`src/rtl/score_tracker_pkg.sv`:
```
// Shared parameters for the score tracker and its display driver: grade codes,
// FSM state encoding and the saturating counter helper.
package score_tracker_pkg;

    localparam int CNT_W = 8;

    localparam logic [3:0] GRADE_NONE = 4'd0;
    localparam logic [3:0] GRADE_C    = 4'd1;
    localparam logic [3:0] GRADE_B    = 4'd2;
    localparam logic [3:0] GRADE_A    = 4'd3;
    localparam logic [3:0] GRADE_S    = 4'd4;

    typedef enum logic [1:0] {
        IDLE  = 2'd0,
        PLAY  = 2'd1,
        GRADE = 2'd2
    } state_e;

    function automatic logic [CNT_W-1:0] sat_inc(input logic [CNT_W-1:0] v);
        return (v == {CNT_W{1'b1}}) ? v : v + 1'b1;
    endfunction

endpackage

```
`src/rtl/score_tracker_grade_calc.sv`:
```
// Combinational grading: compares the hit ratio against 7/8, 3/4 and 1/2
// using 11-bit products so no division is needed.
module grade_calc
    import score_tracker_pkg::*;
(
    input  logic [CNT_W-1:0] hits,
    input  logic [CNT_W-1:0] total,
    output logic [3:0]       grade
);

    logic [10:0] hits_x8, hits_x4, hits_x2;
    logic [10:0] total_x7, total_x3, total_x1;

    assign hits_x8  = {hits, 3'b000};
    assign hits_x4  = {1'b0, hits, 2'b00};
    assign hits_x2  = {2'b00, hits, 1'b0};
    assign total_x1 = {3'b000, total};
    assign total_x7 = total_x1 * 11'd7;
    assign total_x3 = total_x1 * 11'd3;

    // An empty song would satisfy every ratio test, so it is forced to C.
    always_comb begin
        grade = GRADE_C;
        if (total == '0)
            grade = GRADE_C;
        else if (hits_x8 >= total_x7)
            grade = GRADE_S;
        else if (hits_x4 >= total_x3)
            grade = GRADE_A;
        else if (hits_x2 >= total_x1)
            grade = GRADE_B;
    end

endmodule

```
`src/rtl/score_tracker.sv`:
```
// Rhythm-game score tracker: counts hit/total notes per song and grades it.
// Define SCORE_TRACKER_BEST_EN to keep a per-user best-grade table.
module score_tracker
    import score_tracker_pkg::*;
(
    input  logic             clk,
    input  logic             reset,
    input  logic             start,
    input  logic             note_valid,
    input  logic             note_hit,
    input  logic             song_end,
    input  logic             user,
    output logic [3:0]       score,
    output logic [3:0]       score_user,
    output logic [CNT_W-1:0] hits,
    output logic [CNT_W-1:0] total,
    output logic             busy,
    output logic             done
);

    state_e     state;
    logic [3:0] grade;

    grade_calc u_grade_calc (
        .hits  (hits),
        .total (total),
        .grade (grade)
    );

    always_ff @(posedge clk or negedge reset) begin
        if (!reset) begin
            state <= IDLE;
            hits  <= '0;
            total <= '0;
            score <= GRADE_NONE;
            done  <= 1'b0;
        end else begin
            done <= 1'b0;
            unique case (state)
                IDLE: begin
                    if (start) begin
                        state <= PLAY;
                        hits  <= '0;
                        total <= '0;
                    end
                end
                PLAY: begin
                    // A restart beats a coincident song_end.
                    if (start) begin
                        hits  <= '0;
                        total <= '0;
                    end else begin
                        if (note_valid) begin
                            total <= sat_inc(total);
                            if (note_hit)
                                hits <= sat_inc(hits);
                        end
                        if (song_end)
                            state <= GRADE;
                    end
                end
                GRADE: begin
                    score <= grade;
                    done  <= 1'b1;
                    state <= IDLE;
                end
                default: state <= IDLE;
            endcase
        end
    end

    assign busy = (state != IDLE);

`ifdef SCORE_TRACKER_BEST_EN
    logic [1:0][3:0] best;

    always_ff @(posedge clk or negedge reset) begin
        if (!reset)
            best <= '0;
        else if (state == GRADE && grade > best[user])
            best[user] <= grade;
    end

    assign score_user = best[user];
`else
    logic unused_user;
    assign unused_user = user;
    assign score_user  = score;
`endif

endmodule

```
`config.mk`:
```
export PLATFORM = sky130hd
export DESIGN_NAME = score_tracker
export DESIGN_NICKNAME = d
export VERILOG_FILES = /design/src/rtl/score_tracker_pkg.sv /design/src/rtl/score_tracker_grade_calc.sv /design/src/rtl/score_tracker.sv
export SDC_FILE = /design/constraint.sdc
export NUM_CORES = 1
export LEC_CHECK = 0
export ABC_AREA = 1
export BUFFER_PORTS_ARGS = -buffer_cell sky130_fd_sc_hd__buf_2
export CAP_MARGIN = 20
export CORE_MARGIN = 8
export CORE_UTILIZATION = 45
export CTS_BUF_LIST = sky130_fd_sc_hd__clkbuf_8
export DETAILED_ROUTE_END_ITERATION = 10
export HOLD_SLACK_MARGIN = 0.03
export PLACE_DENSITY = 0.75
export SYNTH_ARGS = -nofsm -noshare
export SYNTH_HDL_FRONTEND = slang
export SYNTH_SLANG_ARGS = --single-unit
```
`constraint.sdc`:
```
create_clock -name clk -period 4.05 [get_ports clk]
set_input_delay 0.81 -clock clk [delete_from_list [all_inputs] [get_ports clk]]
set_output_delay 0.81 -clock clk [all_outputs]
set_load 0.03 [all_outputs]
```
## Word-level counts from Yosys, hierarchy flattened

Cells that the tools add are included.

- Bits in registers: 23
- Bits of input ports: 7
- Word-level logic and storage cells: 49

- Add/subtract/negate cells: 2
- $mul: 2
- $lt $le $gt $ge: 3
- Equality and inequality tests: 11
- Mux-type cells: 19
- Reduce and logical (&&, ||, !) cells: 7

Operators with widths:

| kind | count |
|---|---|
| $mux 8 | 8 |
| $pmux 8 s2 | 2 |
| $add 8x1->8 const B | 2 |
| $eq 8x8->1 const B | 2 |
| $mux 4 | 3 |
| $ne 3x3->1 const B | 4 |
| $ge 10x11->1 | 1 |
| $ge 11x11->1 | 1 |
| $mul 8x3->11 const B | 1 |
| $mul 8x2->10 const B | 1 |
| $ge 9x8->1 | 1 |
| $logic_not 8->1 | 1 |
| $mux 2 | 4 |
| $ne 2x2->1 const B | 3 |
| $reduce_and 5->1 | 1 |
| $pmux 2 s2 | 1 |
| $reduce_and 4->1 | 1 |
| $reduce_bool 2->1 | 2 |
| $reduce_and 3->1 | 1 |
| $eq 2x1->1 const B | 1 |
| $eq 2x2->1 const B | 1 |
| $logic_not 2->1 | 1 |
| $mux 1 | 1 |

## Depth between registers and ports, before layout

Gate-level depths: netlist of the first run.

- Depth after elaboration: 6
- Depth in mapped cells: 18

## Modules after synthesis

A second synthesis of the first run with hierarchy kept.

- Cells, all modules: 399
- Area, all modules: 2862.7 um^2

By module, submodules not included:

| module | instances | cells each | area each (um^2) | seq. area each (um^2) |
|---|---|---|---|---|
| grade_calc | 1 | 219 | 1516.5 | 0.0 |
| score_tracker | 1 | 180 | 1346.3 | 575.6 |

## Worst setup path before layout of the first run

No wires, ideal clock.

- Path type: register to register
- Start: register total[0]
- End: register score[0]
- Data arrival time: 2.895 ns
- Path slack: 1.084 ns
- Cell stages (with the launch flop): 17
- Clock period less this slack: 2.966 ns
- Path through: dfrtp_1 fa_1 ha_1 inv_1 fa_1 inv_1 nand4_1 o211ai_1 xnor2_1 ha_1 nand2_1 nand2_1 a21oi_1 nand4_1 nand2_1 nand2_1 nor2_1

- Cells in the longest elaborated chain, start to end: 5
- Elaborated cells on any way between the ends: 10
- Classes of those cells: mul (2); order compare (3); mux (4); reduce/logical (1)

Ends and longest elaborated chain:

| what | RTL line | RTL |
|---|---|---|
| start: declaration | score_tracker.sv:16 | `output logic [CNT_W-1:0] total,` |
| start signal: assignment | score_tracker.sv:54 | `total <= sat_inc(total);` |
| $mul 8x2->10 or $ge 9x8->1 (tied branches) | score_tracker_grade_calc.sv:19, score_tracker_grade_calc.sv:30 |  |
| $ge 10x11->1 or $mux 2 (tied branches) | score_tracker_grade_calc.sv:28, score_tracker_grade_calc.sv:30 |  |
| $mux 4 | score_tracker_grade_calc.sv:28 | `else if (hits_x4 >= total_x3)` |
| $mux 4 | score_tracker_grade_calc.sv:26 | `else if (hits_x8 >= total_x7)` |
| $mux 4 (*) | score_tracker_grade_calc.sv:24 | `if (total == '0)` |
| end signal: assignment | score_tracker.sv:63 | `score <= grade;` |
| end: declaration | score_tracker.sv:13 | `output logic [3:0] score,` |

Mark *: on every way between the ends. The rest lies on a longest branch, timed or not.
A chain may end at the register's enable or synchronous reset.

## Final worst setup path of the first run

Same ends and word-level chain as after synthesis.

==> results of run 1 <==
-- flip-flops by register name, summed over array words and instances (netlist names) --
signal and cells:
hits 8, total 8, state 2, done 1
score 3
-- power by group through the flow --
stage	Clock (mW)	Sequential (mW)	Combinational (mW)
after detailed placement	0	0.271	0.297
final	0.158	0.265	0.294
after global placement	0	0.270	0.292
after CTS	0.161	0.267	0.298
after floorplan	0	0.300	0.206
after global routing	0.174	0.272	0.337
-- critical path: stages (launching register included) --
cell and delay, ps:
dfrtp_1 520, fa_1 590, ha_1 160, inv_1 60, fa_1 390, inv_1 100
nand3_1 70, nand2_1 100, xor2_1 210, ha_1 290, nand2_1 100, inv_1 40
nand2_1 50, nand2_1 40, nand2_1 50, nand4_1 130, nand2_1 120, nand2_1 50
nor2_1 70
-- cells in the mapped netlist, drive strengths merged --
cell	n
nand2	114
inv	56
ha	44
nor2	37
dfrtp	22
nand3	22
o21ai	17
a21oi	13
xor2	10
fa	9
nand4	9
buf	6
xnor2	6
or2	4
nor3	3
a31oi	2
o211ai	2
a21boi	1
a22oi	1
and2	1
and3	1
conb	1
nand3b	1
o21bai	1
o221ai	1
o31ai	1
-- per-stage QoR --
step | total power [mW] | hold WS [ps] | instance area, um2 | setup WS (ps) | util (%)
finish | 0.717 | 500 | 2980 | 848 | 50.6
detailed placement | 0.568 | 487 | 2930 | 855 | 49.7
global placement | 0.561 | 478 | 2930 | 872 | 49.7
global route | 0.782 | 533 | 2980 | 557 | 50.6
floorplan | 0.506 | 514 | 2740 | 1080 | -
CTS | 0.726 | 508 | 2980 | 831 | 50.6
-- layer usage --
| metal | part of all wire, % | track usage (%) |
|---|---|---|
| met1 | 47 | 19.5 |
| met4 | 2.6 | 4.49 |
| met5 | 0 | 0 |
| met3 | 4.0 | 2.00 |
| met2 | 46 | 26.2 |
-- worst paths after layout --
check                      depth (start not counted)  slack [ps]                   end                  from
max                                               18         850  score[0]$_DFFE_PN0P_  total[0]$_DFFE_PN0P_
min                                                2         500  score[1]$_DFFE_PN0P_  score[1]$_DFFE_PN0P_
max reg2reg                                       18         850  score[0]$_DFFE_PN0P_  total[0]$_DFFE_PN0P_
min reg2reg                                        2         500  score[1]$_DFFE_PN0P_  score[1]$_DFFE_PN0P_
max in group asynchronous                          1        3200  total[5]$_DFFE_PN0P_                 reset
min in group asynchronous                          1         510   hits[2]$_DFFE_PN0P_                 reset
-- area by class of cell --
| type | count | area, um2 |
|---|---|---|
| flip-flops and latches | 22 | 551 |
| well taps | 75 | 93.8 |
| clock buffers | 4 | 55.1 |
| fillers | 601 | 2910 |
| inverters | 56 | 210 |
| multi-input cells | 302 | 1930 |
| repair buffers | 29 | 145 |
-- cells by family after synthesis --
logic type	after synthesis	share of synthesized area, %
buf+inv	62	9.48
compound gates	39	8.20
xor+xnor	16	5.13
fa+ha+maj	53	26.8
flops	22	20.2
other cells	1	0.137
simple gates	192	30.1
==> flow_metrics.py, run 1 <==
metrics = {
    "sta": {
        "setup_viol": 0,
        "worst_pin_slew_ps": 506,
        "tns_ps": 0,
        "max_freq_mhz": 312,
        "slew_headroom_pct": 66.2,
        "finalCritPeriodShare_pct": 79.1,
        "drv_slew": 0,
        "fin_skew_ps": 6.16,
        "min_period_ps": 3200,
        "hold_viol": 0,
        "rsz0062_at_grt": "no",
    },
    "clock_network": {
        "tritoncts": "built",
        "htreeDepth": 1,
        "cts_buffers": 3,
        "cts_root_buf": "clkbuf_8",
        "clkTransAtPathRegs_ps": 80,
        "cts_hold_buf": 0,
        "clock_sinks": 22,
        "cts_resized": 0,
        "clk_latency_ps": 260,
        "post_cts_buffers": 0,
        "cts_buffer_depth": 2,
    },
    "setup_path": {
        "path_class": "flip-flop to flip-flop",
        "worst-path-max-fanout": 9,
        "critPathRequiredTime_ps": 4250,
        "cp.arrival_ps": 3400,
        "end_kind": "flip-flop",
        "cp-start-kind": "flip-flop",
    },
    "cells_and_area": {
        "layout-drive-gt1-share_pct": 11.4,
        "nNetsFinal": 474,
        "antenna_cells": 0,
        "final_cells": 488,
        "final_cell_mix": "nand2_1, inv_1, ha_1",
        "syn_to_final_growth_pct": 9.12,
        "mostFrequentLayoutCell": "nand2_1",
    },
    "die": {
        "die_y_um": 93.9,
        "start_util_pct": 46.4,
        "core-area_um2": 5890,
        "fp-row-count": 28,
        "ios": 33,
        "die_w_um": 93.9,
        "die-area_um2": 8820,
    },
    "synthesis": {
        "syn_area_um2": 2730,
        "ys_seq_elements": 22,
        "synth_cells": 385,
        "yosys.area.top_type_share_pct": 20.2,
        "ys_types": 33,
        "synth_area_leaders": "dfrtp_1, ha_1, nand2_1",
        "synth_area_leader_cell": "dfrtp_1",
        "yosysSeqAreaShare_pct": 20.2,
        "yosysWarnings": 0,
        "syn_area_per_cell_um2": 7.09,
    },
    "placement": {
        "gp_congestion": 0.916,
        "port_buffers": 29,
        "hpwl_mm": 5.25,
        "place_inst": 484,
    },
    "power_and_ir_drop": {
        "pwr-share-clk_pct": 22.0,
        "ir_drop_mv": 0.171,
        "seqPwrFrac_pct": 37.0,
        "leakage_nw": 1.66,
        "p_per_area_nw_per_um2": 241,
        "p_int_mw": 0.425,
        "switching_share_pct": 40.8,
        "combPwrFrac_pct": 41.0,
        "power_switching_mw": 0.293,
    },
    "routing": {
        "via_count": 2494,
        "via_per_inst": 5.11,
        "wire_per_inst_um": 13.1,
        "postRouteWirelength_mm": 6.41,
        "antenna_left": 0,
        "drtIter0Drc": 88,
        "dr.pass1.iters": 4,
        "drc_errors": 0,
    },
    "outcome": {
        "run_status": "complete, no violations",
    },
    "flow_run": {
        "drv_cap": 0,
    },
    "global_routing": {
        "antenna_found_initial": 0,
        "grt_pass1_vias": 2434,
        "grt.total_usage_pct": 15.3,
        "gr-total-overflow": 0,
        "grt_pass1_wl_mm": 11.1,
        "grt_max_degree": 23,
    },
    "worst_hold_path": {
        "hp-class": "flip-flop to flip-flop",
    },
}
(Power assumes the default switching activity.)
==> run 2: changes to the inputs <==
--- a/config.mk
+++ b/config.mk
@@ -13,7 +13,7 @@
 export CTS_BUF_LIST = sky130_fd_sc_hd__clkbuf_8
 export DETAILED_ROUTE_END_ITERATION = 10
 export HOLD_SLACK_MARGIN = 0.03
-export PLACE_DENSITY = 0.75
+export PLACE_DENSITY = 0.78
 export SYNTH_ARGS = -nofsm -noshare
 export SYNTH_HDL_FRONTEND = slang
 export SYNTH_SLANG_ARGS = --single-unit
==> constraint.sdc (replaced) <==
create_clock -name clk -period 2.8 [get_ports clk]
set_input_delay 0.56 -clock clk [delete_from_list [all_inputs] [get_ports clk]]
set_output_delay 0.56 -clock clk [all_outputs]
set_load 0.03 [all_outputs]
==> run 2 against run 1 <==
The run now ends with negative setup slack left. Power rose by 61%. Die area unchanged. Flip-flop and latch count stayed put. Critical path depth fell by 2. Clock power rose by 97%. First-iteration DRC count grew 58%. Largest power group unchanged. Core utilization grew 5.1 points. Via count is 6.9% higher.
==> flow_metrics.py, run 2 (synthesis results as in run 1) <==
metrics = {
    "sta": {
        "drv_slew": 0,
        "setup_viol": 3,
        "rsz0062_at_grt": "yes",
        "worst_slack_ps": -208,
        "slew_headroom_pct": 65.1,
        "fin_skew_ps": 7.07,
        "finalCritPeriodShare_pct": 107,
        "tns_ps": -496,
        "hold_viol": 0,
        "min_period_ps": 3010,
        "worst_pin_slew_ps": 523,
        "max_freq_mhz": 332,
    },
    "cells_and_area": {
        "mostFrequentLayoutCell": "nand2_1",
        "syn_to_final_growth_pct": 20.2,
        "reg_top3": "hits x8, total x8, score x3",
        "final_cell_mix": "nand2_1, inv_1, ha_1",
        "nFillCells": 571,
        "nNetsFinal": 504,
        "final_cells": 518,
        "layout-drive-gt1-share_pct": 22.3,
        "final_cell_area_um2": 3280,
        "antenna_cells": 0,
    },
    "setup_path": {
        "worst-path-max-fanout": 4,
        "cp_top_family": "adder cells",
        "critPathRequiredTime_ps": 3010,
        "end_kind": "flip-flop",
        "crit_slowest_cell": "fa_1",
        "cp-start-kind": "flip-flop",
        "crit_chain": "fa_1, ha_2, inv_2, fa_2, inv_2, nand4_1, o211ai_1, xnor2_1, ha_1, nand2_1, nand2_1, a21oi_1, nand4_1, nand2_1, nand2_1, nor2_1",
        "path_class": "flip-flop to flip-flop",
        "cpMostUsedCell": "nand2_1",
        "cp.arrival_ps": 3220,
        "slowest_delay_ps": 520,
        "r2r_setup_slack_ps": -210,
        "timing.critical_path.buf_inv": 2,
    },
    "power_and_ir_drop": {
        "combPwrFrac_pct": 40.4,
        "ir_drop_mv": 0.294,
        "leakage_nw": 1.80,
        "seqPwrFrac_pct": 32.7,
        "p_int_mw": 0.696,
        "switching_share_pct": 39.9,
        "p_total_mw": 1.16,
        "p_per_area_nw_per_um2": 352,
        "power_switching_mw": 0.461,
        "pwr-share-clk_pct": 26.9,
    },
    "global_routing": {
        "gr-total-overflow": 0,
        "grt_pass1_vias": 2625,
        "antenna_found_initial": 0,
        "grt.total_usage_pct": 17.0,
        "grt_max_degree": 23,
        "grt_pass1_wl_mm": 12.2,
    },
    "die": {
        "fp-row-count": 28,
        "ios": 33,
        "die_w_um": 93.9,
        "die_y_um": 93.9,
        "start_util_pct": 46.4,
        "core-area_um2": 5890,
        "die-area_um2": 8820,
    },
    "routing": {
        "drtIter0Drc": 139,
        "wire_per_inst_um": 14.2,
        "dr.pass1.iters": 4,
        "drc_errors": 0,
        "antenna_left": 0,
        "via_per_inst": 5.15,
        "postRouteWirelength_mm": 7.37,
        "via_count": 2666,
    },
    "worst_hold_path": {
        "hp-class": "primary input to asynchronous set/reset pin",
    },
    "clock_network": {
        "cts_buffers": 3,
        "clock_sinks": 22,
        "cts_root_buf": "clkbuf_8",
        "cts_buffer_depth": 2,
        "clk_latency_ps": 270,
        "htreeDepth": 1,
        "clkTransAtPathRegs_ps": 90,
        "tritoncts": "built",
    },
    "outcome": {
        "failed_checks": "negative setup slack",
        "run_status": "finished, violations left",
    },
    "flow_run": {
        "drv_cap": 0,
    },
    "placement": {
        "pre_cts_slack_ps": -247,
        "place_area_um2": 3150,
        "hpwl_mm": 5.89,
        "port_buffers": 29,
        "gp_congestion": 0.934,
        "place_inst": 512,
    },
}
run 2: per-layer routing:
| layer | vias to the layer above | routed length [um] | GRT usage (%) |
|---|---|---|---|
| li1 | 1347 | - | - |
| met2 | 89 | 3680 | 32.1 |
| met1 | 1216 | 3120 | 19.3 |
| met5 | - | 0 | 0 |
| met4 | 0 | 179 | 4.62 |
| met3 | 14 | 392 | 2.40 |
run 2: final cells by class:
type	instances	area, um2	share of cell area [%]
multi-input cells	302	1980	60.3
well taps	75	93.8	2.86
flip-flops and latches	22	558	17.0
inverters	56	210	6.40
clock buffers	3	41.3	1.26
clock inverters	1	30.0	0.915
repair buffers	59	370	11.3
run 2: repair_timing:
| action | in CTS | in global routing |
|---|---|---|
| buffers inserted | 2 | 0 |
| endpoints found under the setup margin | 3 | 3 |
| pin swaps | 0 | 10 |
| resized for setup | 6 | 9 |
| hold buffers | 0 | 0 |
run 2: path summary, 6_finish.rpt:
path	cells after the start	end	startpoint
max in group asynchronous	1	total[2]$_DFFE_PN0P_	reset
min in group clk	2	state[0]$_DFFE_PN0P_	song_end
worst max-delay path	16	score[0]$_DFFE_PN0P_	total[1]$_DFFE_PN0P_
worst min-delay path	1	done$_DFF_PN0_	reset
worst max register to register	16	score[0]$_DFFE_PN0P_	total[1]$_DFFE_PN0P_
worst min register to register	2	score[1]$_DFFE_PN0P_	score[1]$_DFFE_PN0P_
run 2: stage by stage:
step / utilization (%) / hold slack (ps)
floorplan: - / 264
global placement: 53.4 / 476
detailed placement: 53.4 / 486
CTS: 55.2 / 271
global route: 55.8 / 289
finish: 55.8 / 248
run 2: power by group through the flow:
stage | clock, mW | combinational, mW | sequential [mW]
finish | 0.311 | 0.467 | 0.378
global route | 0.324 | 0.521 | 0.385
CTS | 0.315 | 0.468 | 0.379
detailed placement | 0 | 0.463 | 0.386
global placement | 0 | 0.445 | 0.383
floorplan | 0 | 0.298 | 0.435
run 2: worst reg2reg max path, stage by stage (launching register included):
cell and delay, ps:
dfrtp_2 450, fa_1 520, ha_2 180, inv_2 40, fa_2 350, inv_2 80
nand4_1 90, o211ai_1 100, xnor2_1 150, ha_1 280, nand2_1 80, nand2_1 50
a21oi_1 120, nand4_1 160, nand2_1 130, nand2_1 60, nor2_1 100
==> run 3: changes to the inputs <==
--- a/config.mk
+++ b/config.mk
@@ -13,7 +13,7 @@
 export CTS_BUF_LIST = sky130_fd_sc_hd__clkbuf_8
 export DETAILED_ROUTE_END_ITERATION = 10
 export HOLD_SLACK_MARGIN = 0.03
-export PLACE_DENSITY = 0.78
+export PLACE_DENSITY = 0.67
 export SYNTH_ARGS = -nofsm -noshare
 export SYNTH_HDL_FRONTEND = slang
 export SYNTH_SLANG_ARGS = --single-unit
==> run 3 against run 2 <==
The run still ends with negative setup slack left. Combinational power decreased by 3%. Worst setup slack improved by 29 ps. Core utilization decreased by 0.15 points. Via count decreased by 3.3%. Clock power increased by 1%. Final cell count increased by 0.39%. Count of clock-buffer cells in the layout unchanged. Routed wire length decreased by 4.6%. Design area decreased by 0.27%. Sequential share of layout area about the same. Critical endpoint unchanged. Largest cell class unchanged.
==> flow_metrics.py, run 3 (synthesis results as in run 1) <==
metrics = {
    "sta": {
        "max_freq_mhz": 336,
        "fin_skew_ps": 12.1,
        "min_period_ps": 2980,
        "holdWs_ps": 250,
        "worst_pin_slew_ps": 543,
        "tns_ps": -478,
        "worst_slack_ps": -179,
        "rsz0062_at_grt": "yes",
        "finalCritPeriodShare_pct": 106,
        "setup_viol": 3,
        "hold_viol": 0,
        "slew_headroom_pct": 63.8,
        "drv_slew": 0,
    },
    "clock_network": {
        "tritoncts": "built",
        "cts_buffers": 3,
        "clkTransAtPathRegs_ps": 100,
        "clock_sinks": 22,
        "cts_buffer_depth": 2,
        "htreeDepth": 1,
        "cts_root_buf": "clkbuf_8",
        "clk_latency_ps": 280,
    },
    "routing": {
        "wirelength_met1_mm": 3.31,
        "postRouteWirelength_mm": 7.03,
        "drtIter0Drc": 104,
        "via_per_inst": 4.96,
        "dr.pass1.iters": 4,
        "wire_per_inst_um": 13.5,
        "top_layer_used": "met4",
        "wl_met2_mm": 3.35,
        "drc_errors": 0,
        "via_count": 2578,
        "antenna_left": 0,
        "wl_met3_um": 338,
    },
    "power_and_ir_drop": {
        "leakage_nw": 1.82,
        "p_per_area_nw_per_um2": 350,
        "ir_drop_mv": 0.274,
    },
    "global_routing": {
        "grt.total_usage_pct": 16.7,
        "grt_pass1_vias": 2500,
        "grt_pass1_wl_mm": 11.8,
        "grt_max_degree": 23,
        "antenna_found_initial": 0,
        "gr-total-overflow": 0,
    },
    "die": {
        "die_w_um": 93.9,
        "core-area_um2": 5890,
        "start_util_pct": 46.4,
        "fp-row-count": 28,
        "die_y_um": 93.9,
        "ios": 33,
        "die-area_um2": 8820,
    },
    "setup_path": {
        "path_class": "flip-flop to flip-flop",
        "cp.arrival_ps": 3200,
        "r2r_setup_slack_ps": -180,
        "cp-start-kind": "flip-flop",
        "end_kind": "flip-flop",
        "worst-path-max-fanout": 4,
        "critPathRequiredTime_ps": 3020,
    },
    "outcome": {
        "failed_checks": "negative setup slack",
        "run_status": "finished, violations left",
    },
    "placement": {
        "port_buffers": 29,
        "hpwl_mm": 5.81,
        "gp_congestion": 0.967,
        "place_area_um2": 3160,
        "place_inst": 514,
        "pre_cts_slack_ps": -223,
    },
    "cells_and_area": {
        "layout-drive-gt1-share_pct": 21.3,
        "final_cell_area_um2": 3270,
        "final_cells": 520,
        "syn_to_final_growth_pct": 19.9,
        "reg_top3": "hits x8, total x8, score x3",
        "antenna_cells": 0,
        "final_cell_mix": "nand2_1, inv_1, ha_1",
        "mostFrequentLayoutCell": "nand2_1",
        "nNetsFinal": 506,
    },
    "worst_hold_path": {
        "hp-class": "primary input to asynchronous set/reset pin",
    },
    "flow_run": {
        "drv_cap": 0,
    },
}
## run 3: worst max-delay path: stages, from the launching register on
cell and delay, ps:
dfrtp_2 450, fa_1 530, ha_2 190, inv_2 40, fa_2 350, inv_2 70
nand3_2 60, nand2_2 100, xor2_2 180, ha_1 290, nand2_1 100, inv_1 40
nand2_1 50, nand2_1 50, nand2_1 50, nand4_1 130, nand2_1 110, nand2_1 50
nor2_1 80
## run 3: final timing paths
check / startpoint / endpoint / cells after the start
worst min-delay path: reset / score[0]$_DFFE_PN0P_ / 1
max in group asynchronous: reset / total[5]$_DFFE_PN0P_ / 1
worst min register to register: score[1]$_DFFE_PN0P_ / score[1]$_DFFE_PN0P_ / 2
worst max-delay path: total[1]$_DFFE_PN0P_ / score[0]$_DFFE_PN0P_ / 18
worst max register to register: total[1]$_DFFE_PN0P_ / score[0]$_DFFE_PN0P_ / 18
min in group clk: song_end / state[0]$_DFFE_PN0P_ / 2
## run 3: stage by stage
step	power, mW	util, %
4_1_cts	1.16	55.2
6_report	1.15	55.6
3_5_place_dp	0.843	53.7
5_1_grt	1.23	55.6
2_1_floorplan	0.733	-
3_3_place_gp	0.832	53.7
## run 3: final cells by class
| cell class | instances | area [um2] |
|---|---|---|
| sequential | 22 | 558 |
| clock inverter | 1 | 30.0 |
| clock buffer | 3 | 41.3 |
| timing repair buffer | 61 | 385 |
| inverter | 56 | 210 |
| tap | 75 | 93.8 |
| multi-input combinational | 302 | 1960 |
| fill | 576 | 2610 |
## run 3: repair_timing
action                     in CTS  in global routing
hold buffers                    0                  0
gates cloned                    0                  0
buffers inserted                2                  0
setup endpoints to repair       3                  3
gates resized for setup         3                  6
hold endpoints to repair        0                  0
pin swaps                       6                  9
## run 3: power breakdown
group / switching, mW / leakage (nW) / internal, mW
registers: 0.0321 / 0.287 / 0.346
logic: 0.299 / 1.49 / 0.156
clock network: 0.123 / 0.0357 / 0.191
total: 0.454 / 1.82 / 0.693
## run 3: routing by layer
layer | global-route usage, % | vias to the layer above
li1 | - | 1348
met1 | 21.9 | 1166
met2 | 28.7 | 58
met3 | 2.48 | 6
met4 | 2.11 | 0
met5 | 0 | -
